--- src/rtl/display_pkg.sv ---
// rtl/display_pkg.sv - VGA 640x480@60 timing constants, RGB444 pixel type and swap FSM states
package display_pkg;

  localparam int H_ACTIVE = 640;
  localparam int H_FP     = 16;
  localparam int H_SYNC   = 96;
  localparam int H_BP     = 48;
  localparam int H_TOTAL  = H_ACTIVE + H_FP + H_SYNC + H_BP;

  localparam int V_ACTIVE = 480;
  localparam int V_FP     = 10;
  localparam int V_SYNC   = 2;
  localparam int V_BP     = 33;
  localparam int V_TOTAL  = V_ACTIVE + V_FP + V_SYNC + V_BP;

  localparam int CNT_W = 10;

  typedef struct packed {
    logic [3:0] r;
    logic [3:0] g;
    logic [3:0] b;
  } rgb444_t;

  typedef enum logic {
    ST_SCAN = 1'b0,
    ST_ACK  = 1'b1
  } swap_state_t;

endpackage

--- src/rtl/vga_timing.sv ---
// rtl/vga_timing.sv - Pixel/line counters with raw (undelayed) active flag and active-low syncs
module vga_timing
  import display_pkg::*;
#(
  parameter int T_H_ACTIVE = H_ACTIVE,
  parameter int T_H_FP     = H_FP,
  parameter int T_H_SYNC   = H_SYNC,
  parameter int T_H_TOTAL  = H_TOTAL,
  parameter int T_V_ACTIVE = V_ACTIVE,
  parameter int T_V_FP     = V_FP,
  parameter int T_V_SYNC   = V_SYNC,
  parameter int T_V_TOTAL  = V_TOTAL
) (
  input  logic             i_clk,
  input  logic             i_rst,
  input  logic             i_pix_ce,
  output logic [CNT_W-1:0] o_h,
  output logic [CNT_W-1:0] o_v,
  output logic             o_active,
  output logic             o_hsync,
  output logic             o_vsync
);

  localparam logic [CNT_W-1:0] H_LAST = CNT_W'(T_H_TOTAL - 1);
  localparam logic [CNT_W-1:0] V_LAST = CNT_W'(T_V_TOTAL - 1);
  localparam logic [CNT_W-1:0] H_ACT  = CNT_W'(T_H_ACTIVE);
  localparam logic [CNT_W-1:0] V_ACT  = CNT_W'(T_V_ACTIVE);
  localparam logic [CNT_W-1:0] HS_ON  = CNT_W'(T_H_ACTIVE + T_H_FP);
  localparam logic [CNT_W-1:0] HS_OFF = CNT_W'(T_H_ACTIVE + T_H_FP + T_H_SYNC);
  localparam logic [CNT_W-1:0] VS_ON  = CNT_W'(T_V_ACTIVE + T_V_FP);
  localparam logic [CNT_W-1:0] VS_OFF = CNT_W'(T_V_ACTIVE + T_V_FP + T_V_SYNC);

  logic [CNT_W-1:0] r_h;
  logic [CNT_W-1:0] r_v;

  always_ff @(posedge i_clk) begin
    if (i_rst) begin
      r_h <= '0;
      r_v <= '0;
    end else if (i_pix_ce) begin
      if (r_h == H_LAST) begin
        r_h <= '0;
        r_v <= (r_v == V_LAST) ? '0 : r_v + 1'b1;
      end else begin
        r_h <= r_h + 1'b1;
      end
    end
  end

  assign o_h      = r_h;
  assign o_v      = r_v;
  assign o_active = (r_h < H_ACT) && (r_v < V_ACT);
  assign o_hsync  = !((r_h >= HS_ON) && (r_h < HS_OFF));
  assign o_vsync  = !((r_v >= VS_ON) && (r_v < VS_OFF));

endmodule

--- src/rtl/frame_scanout.sv ---
// rtl/frame_scanout.sv - Double-buffered framebuffer scanout with vblank buffer-swap handshake
// Define FRAME_SCANOUT_BORDER_EN to force a white 1-pixel border on the active-area perimeter.
module frame_scanout
  import display_pkg::*;
#(
  parameter int BUFFER_WIDTH      = 160,
  parameter int BUFFER_HEIGHT     = 120,
  parameter int BUFFER_DATA_WIDTH = 12,
  parameter int BUFFER_ADDR_WIDTH = $clog2(BUFFER_WIDTH * BUFFER_HEIGHT),
  parameter int SCALE             = 4,
  parameter int T_H_ACTIVE        = H_ACTIVE,
  parameter int T_H_FP            = H_FP,
  parameter int T_H_SYNC          = H_SYNC,
  parameter int T_H_TOTAL         = H_TOTAL,
  parameter int T_V_ACTIVE        = V_ACTIVE,
  parameter int T_V_FP            = V_FP,
  parameter int T_V_SYNC          = V_SYNC,
  parameter int T_V_TOTAL         = V_TOTAL
) (
  input  logic                         clk,
  input  logic                         rst,
  input  logic                         pix_ce,
  input  logic                         frame_done,
  output logic                         draw_ack,
  output logic                         buffer_select,
  output logic                         read_en,
  output logic [BUFFER_ADDR_WIDTH-1:0] read_addr,
  input  logic [BUFFER_DATA_WIDTH-1:0] read_data,
  output logic                         hsync,
  output logic                         vsync,
  output logic [3:0]                   vga_r,
  output logic [3:0]                   vga_g,
  output logic [3:0]                   vga_b
);

  localparam logic [CNT_W-1:0] V_BLANK = CNT_W'(T_V_ACTIVE);

  logic [CNT_W-1:0] w_h;
  logic [CNT_W-1:0] w_v;
  logic             w_active;
  logic             w_hsync_raw;
  logic             w_vsync_raw;

  vga_timing #(
    .T_H_ACTIVE(T_H_ACTIVE),
    .T_H_FP    (T_H_FP),
    .T_H_SYNC  (T_H_SYNC),
    .T_H_TOTAL (T_H_TOTAL),
    .T_V_ACTIVE(T_V_ACTIVE),
    .T_V_FP    (T_V_FP),
    .T_V_SYNC  (T_V_SYNC),
    .T_V_TOTAL (T_V_TOTAL)
  ) u_timing (
    .i_clk   (clk),
    .i_rst   (rst),
    .i_pix_ce(pix_ce),
    .o_h     (w_h),
    .o_v     (w_v),
    .o_active(w_active),
    .o_hsync (w_hsync_raw),
    .o_vsync (w_vsync_raw)
  );

  assign read_en   = w_active;
  assign read_addr = BUFFER_ADDR_WIDTH'((32'(w_v) / SCALE) * BUFFER_WIDTH + 32'(w_h) / SCALE);

  // RAM data only lands one clk after the address; with a slow pix_ce we hold that
  // sample so the colour stage sees the same pixel regardless of the pix_ce rate.
  logic                         r_ce_d;
  logic [BUFFER_DATA_WIDTH-1:0] r_hold;
  logic [BUFFER_DATA_WIDTH-1:0] w_pix;
  logic [BUFFER_DATA_WIDTH-1:0] w_src;

  assign w_pix = r_ce_d ? read_data : r_hold;

`ifdef FRAME_SCANOUT_BORDER_EN
  localparam logic [CNT_W-1:0] H_EDGE = CNT_W'(T_H_ACTIVE - 1);
  localparam logic [CNT_W-1:0] V_EDGE = CNT_W'(T_V_ACTIVE - 1);

  logic w_edge;
  logic r_b1;

  assign w_edge = (w_h == '0) || (w_h == H_EDGE) || (w_v == '0) || (w_v == V_EDGE);

  always_ff @(posedge clk) begin
    if (rst) begin
      r_b1 <= 1'b0;
    end else if (pix_ce) begin
      r_b1 <= w_edge;
    end
  end

  assign w_src = r_b1 ? '1 : w_pix;
`else
  assign w_src = w_pix;
`endif

  logic    r_a1;
  logic    r_a2;
  logic    r_hs1;
  logic    r_hs2;
  logic    r_vs1;
  logic    r_vs2;
  rgb444_t r_colour;

  always_ff @(posedge clk) begin
    if (rst) begin
      r_ce_d   <= 1'b0;
      r_hold   <= '0;
      r_a1     <= 1'b0;
      r_a2     <= 1'b0;
      r_hs1    <= 1'b1;
      r_hs2    <= 1'b1;
      r_vs1    <= 1'b1;
      r_vs2    <= 1'b1;
      r_colour <= '0;
    end else begin
      r_ce_d <= pix_ce;
      r_hold <= w_pix;
      if (pix_ce) begin
        r_a1     <= w_active;
        r_a2     <= r_a1;
        r_hs1    <= w_hsync_raw;
        r_hs2    <= r_hs1;
        r_vs1    <= w_vsync_raw;
        r_vs2    <= r_vs1;
        r_colour <= r_a1 ? rgb444_t'(w_src) : '0;
      end
    end
  end

  rgb444_t w_out;

  assign w_out = r_a2 ? r_colour : '0;
  assign hsync = r_hs2;
  assign vsync = r_vs2;
  assign vga_r = w_out.r;
  assign vga_g = w_out.g;
  assign vga_b = w_out.b;

  // Swap only at the first pix_ce of vblank, so the visible frame never tears.
  swap_state_t r_state;
  swap_state_t w_next_state;
  logic        w_swap;
  logic        w_vblank_start;
  logic        r_draw_ack;
  logic        r_buf;

  assign w_vblank_start = (w_h == '0) && (w_v == V_BLANK);

  always_comb begin
    w_next_state = r_state;
    w_swap       = 1'b0;
    case (r_state)
      ST_SCAN: begin
        if (pix_ce && w_vblank_start && frame_done) begin
          w_swap       = 1'b1;
          w_next_state = ST_ACK;
        end
      end
      ST_ACK: begin
        w_next_state = ST_SCAN;
      end
    endcase
  end

  always_ff @(posedge clk) begin
    if (rst) begin
      r_state    <= ST_SCAN;
      r_draw_ack <= 1'b0;
      r_buf      <= 1'b0;
    end else begin
      r_state    <= w_next_state;
      r_draw_ack <= w_swap;
      r_buf      <= r_buf ^ w_swap;
    end
  end

  assign draw_ack      = r_draw_ack;
  assign buffer_select = r_buf;

endmodule

--- config.mk ---
export PLATFORM = sky130hd
export DESIGN_NAME = frame_scanout
export DESIGN_NICKNAME = d
export VERILOG_FILES = /design/src/rtl/display_pkg.sv /design/src/rtl/vga_timing.sv /design/src/rtl/frame_scanout.sv
export SDC_FILE = /design/constraint.sdc
export NUM_CORES = 1
export LEC_CHECK = 0
export BUFFER_PORTS_ARGS = -buffer_cell sky130_fd_sc_hd__buf_2
export CAP_MARGIN = 0
export CORE_MARGIN = 2
export CORE_UTILIZATION = 54
export CTS_CLUSTER_SIZE = 30
export DETAILED_ROUTE_END_ITERATION = 6
export MAX_ROUTING_LAYER = met4
export PLACE_DENSITY_LB_ADDON = 0.1
export SLEW_MARGIN = 20
export SYNTH_ARGS = -nofsm -noshare
export SYNTH_HDL_FRONTEND = slang
export SYNTH_HIERARCHICAL = 1
export SYNTH_SLANG_ARGS = --single-unit
--- constraint.sdc ---
create_clock -name clk -period 6.13 [get_ports clk]
set_input_delay 1.226 -clock clk [delete_from_list [all_inputs] [get_ports clk]]
set_output_delay 1.226 -clock clk [all_outputs]
set_load 0.005 [all_outputs]
==> run metrics <==
outcome finished, final reports clean; ANT cells 0; Rel. slew slack 0.451; Clock Tree Buf Depth 2; DRT Pass-1 Iters 4; Syn-to-layout area delta 12.6%; worst setup path startpoint u_timing/o_v[3]$_SDFFE_PP0P_; critical path class reg -> out; Worst-path clk slew 90 ps; number of buffers created by CTS 5; Net Sw Frac 0.222; DP HPWL 4160 µm; Hold EP hsync$_SDFFE_PP1P_; Crit path required time 4900 ps; Clock Skews 7.92 ps; Reg2Reg Depth 4; Rows 26; CP startpoint kind flip-flop; Detailed Route Iter0 Violations 91; clock root cell clkbuf_8; antenna-violating nets left 0; area of the mapped netlist 2890 µm²; via count 2371; max-slew violation count 0; post-CTS sizing 0; minimum clock period 4090 ps; library cells used by synthesis 46; maxcap violations 0; Avg WL per Cell 13.7 µm; warnings from Yosys 6; Sw Pwr 0.141 mW; RR Endpoint u_timing/o_v[7]$_SDFFE_PP0P_; pwr dens 195 nW/µm²; top area cells in the synthesized netlist dfxtp_1, ha_1, mux2i_1; NumNets Final 395; asr flop ratio synth 0; reg2reg setup slack 4080 ps; top_reg_cell synth dfxtp_1; htree depth 2; vias in the first global route 2226; Chip Height 77.2 µm; Total GRT Usage 0.209; measured slew at the worst slew-check pin 824 ps; min-delay src r_hs1$_SDFFE_PP1P_; CP endpoint kind output port; drt drc 0; clk sink count 53; Mapped Nets 357; drt via density 5.53; Yosys top cell area share 0.367; cts hold-fix bufs 0; Synth area leader dfxtp_1; first-pass GRT wire length 10100 µm; Hold Path Stages 1; die area 5960 µm²; Power Internal 0.494 mW; pin count of the biggest net entering global routing 54; post-CTS setup buffers 0; PortBufs 47; leading cell types by count after synthesis dfxtp_1, nor2_1, ha_1; Final Core Density 0.634; power share of the combinational group 0.062; unrepaired setup endpoints after global routing false; final wirelength 5860 µm; maximum clock rate 244 MHz; Syn Inst Count 320; VDD IR max 0.128 mV; sequential-to-total area share from yosys stat 0.367; GPL Wtd Cong 0.802; most common cell in the netlist dfxtp_1; Hold WC Path Type reg -> reg; Initial Util 0.563; worst r2r src u_timing/o_h[8]$_SDFFE_PP0P_; initial antenna violation count 0; Chip Width 77.2 µm; final setup TNS 0 ps; period utilization 0.667; Syn Area/Cell 9.04 µm²; Worst-Skew Late Latency 300 ps; sequential power share 0.569; leakage 1.37 nW; fraction of layout cells with a size suffix above 1 0.167; Hold Fails Final Rpt 0; # IOs 48; CTS tree built; Final Setup Violations 0; Worst EP arrival 2860 ps; Clk pwr share 0.369; remaining global-route overflow 0; Seq cells post-synth 53; EDFF count, synth 0; CP max FO 12; Core Footprint 5140 µm²
==> power by group through the flow <==
stage | clock [mW] | combinational (mW) | sequential, mW
global route | 0.257 | 0.0437 | 0.363
detailed placement | 0 | 0.0392 | 0.369
global placement | 0 | 0.0383 | 0.369
floorplan | 0 | 0.0302 | 0.366
finish | 0.234 | 0.0391 | 0.361
CTS | 0.240 | 0.0393 | 0.361
==> routing by layer <==
| metal | vias up | part of all wire | track usage | routed length, µm |
|---|---|---|---|---|
| li1 | 1212 | - | - | - |
| met1 | 1111 | 0.47 | 0.263 | 2770 |
| met2 | 42 | 0.49 | 0.350 | 2850 |
| met3 | 6 | 0.034 | 0.0376 | 197 |
| met4 | 0 | 0.0079 | 0.0500 | 46 |
| met5 | - | 0 | - | 0 |
==> worst max-delay path by stage <==
stage,end,slack (ps),cells past startpoint
after floorplan,read_addr[14],2730,8
after global placement,read_addr[14],2460,9
after detailed placement,read_addr[14],2380,9
after CTS,read_addr[14],2010,9
after global routing,read_addr[14],1750,9
final,read_addr[14],2040,9
==> stage by stage <==
stage	total power [mW]	hold WS [ps]	cells	setup slack [ps]	area, µm²
after floorplan	0.396	431	320	2730	2890
after global placement	0.407	448	421	2460	3150
after detailed placement	0.409	451	421	2380	3150
after CTS	0.641	471	429	2010	3260
after global routing	0.664	486	429	1750	3260
final	0.634	465	429	2040	3260
==> worst max-delay path, cell delays in order (launching register included) <==
cell and delay, ps:
dfxtp_1 570, ha_1 310, ha_1 220, fa_1 410
a211oi_1 260, nor2_1 90, xor2_1 260, nand4_1 170
xnor2_1 150, buf_2 120
==> sequential cells by signal, indices dropped and copies added (netlist names) <==
register / cells
r_colour: 12
r_hold: 12
u_timing/o_h: 10
u_timing/o_v: 10
buffer_select: 1
hsync: 1
r_a1: 1
r_a2: 1
r_ce_d: 1
r_hs1: 1
r_state: 1
r_vs1: 1
vsync: 1
==> placed cells by master (no fill, tap or decap), drive strengths merged, types with 4 or more instances in the layout <==
| master | n |
|---|---|
| a211o | 4 |
| a21oi | 14 |
| and2 | 13 |
| buf | 47 |
| clkbuf | 6 |
| dfxtp | 53 |
| ha | 19 |
| inv | 11 |
| mux2i | 14 |
| nand2 | 15 |
| nand2b | 16 |
| nand3 | 10 |
| nand4 | 10 |
| nor2 | 34 |
| nor2b | 5 |
| nor3 | 5 |
| o21ai | 9 |
| o32ai | 12 |
| or3 | 4 |
| or4 | 5 |
| xnor2 | 13 |
| xor2 | 8 |
==> kinds of logic (layout without fill, tap and decap cells) <==
kind of cell	count (synthesis)	in the layout	share of synthesized area
AND/OR/NAND/NOR	134	134	0.265
XOR/XNOR	21	21	0.0636
AO/OA/AOI/OAI	50	50	0.122
buffers and inverters	27	66	0.0381
multiplexers	14	14	0.0485
flip-flops	53	53	0.367
adder cells (fa/ha/maj)	21	21	0.0961
==> final cells by class <==
class / count / area [µm²]
Multi-Input combinational cell: 240 / 1720
Sequential cell: 53 / 1060
Fill cell: 479 / 1880
Clock buffer: 6 / 72.6
Tap cell: 70 / 87.6
Timing Repair Buffer: 47 / 235
Inverter: 11 / 41.3
Clock inverter: 2 / 38.8
Power figures use the tool's default switching activity.
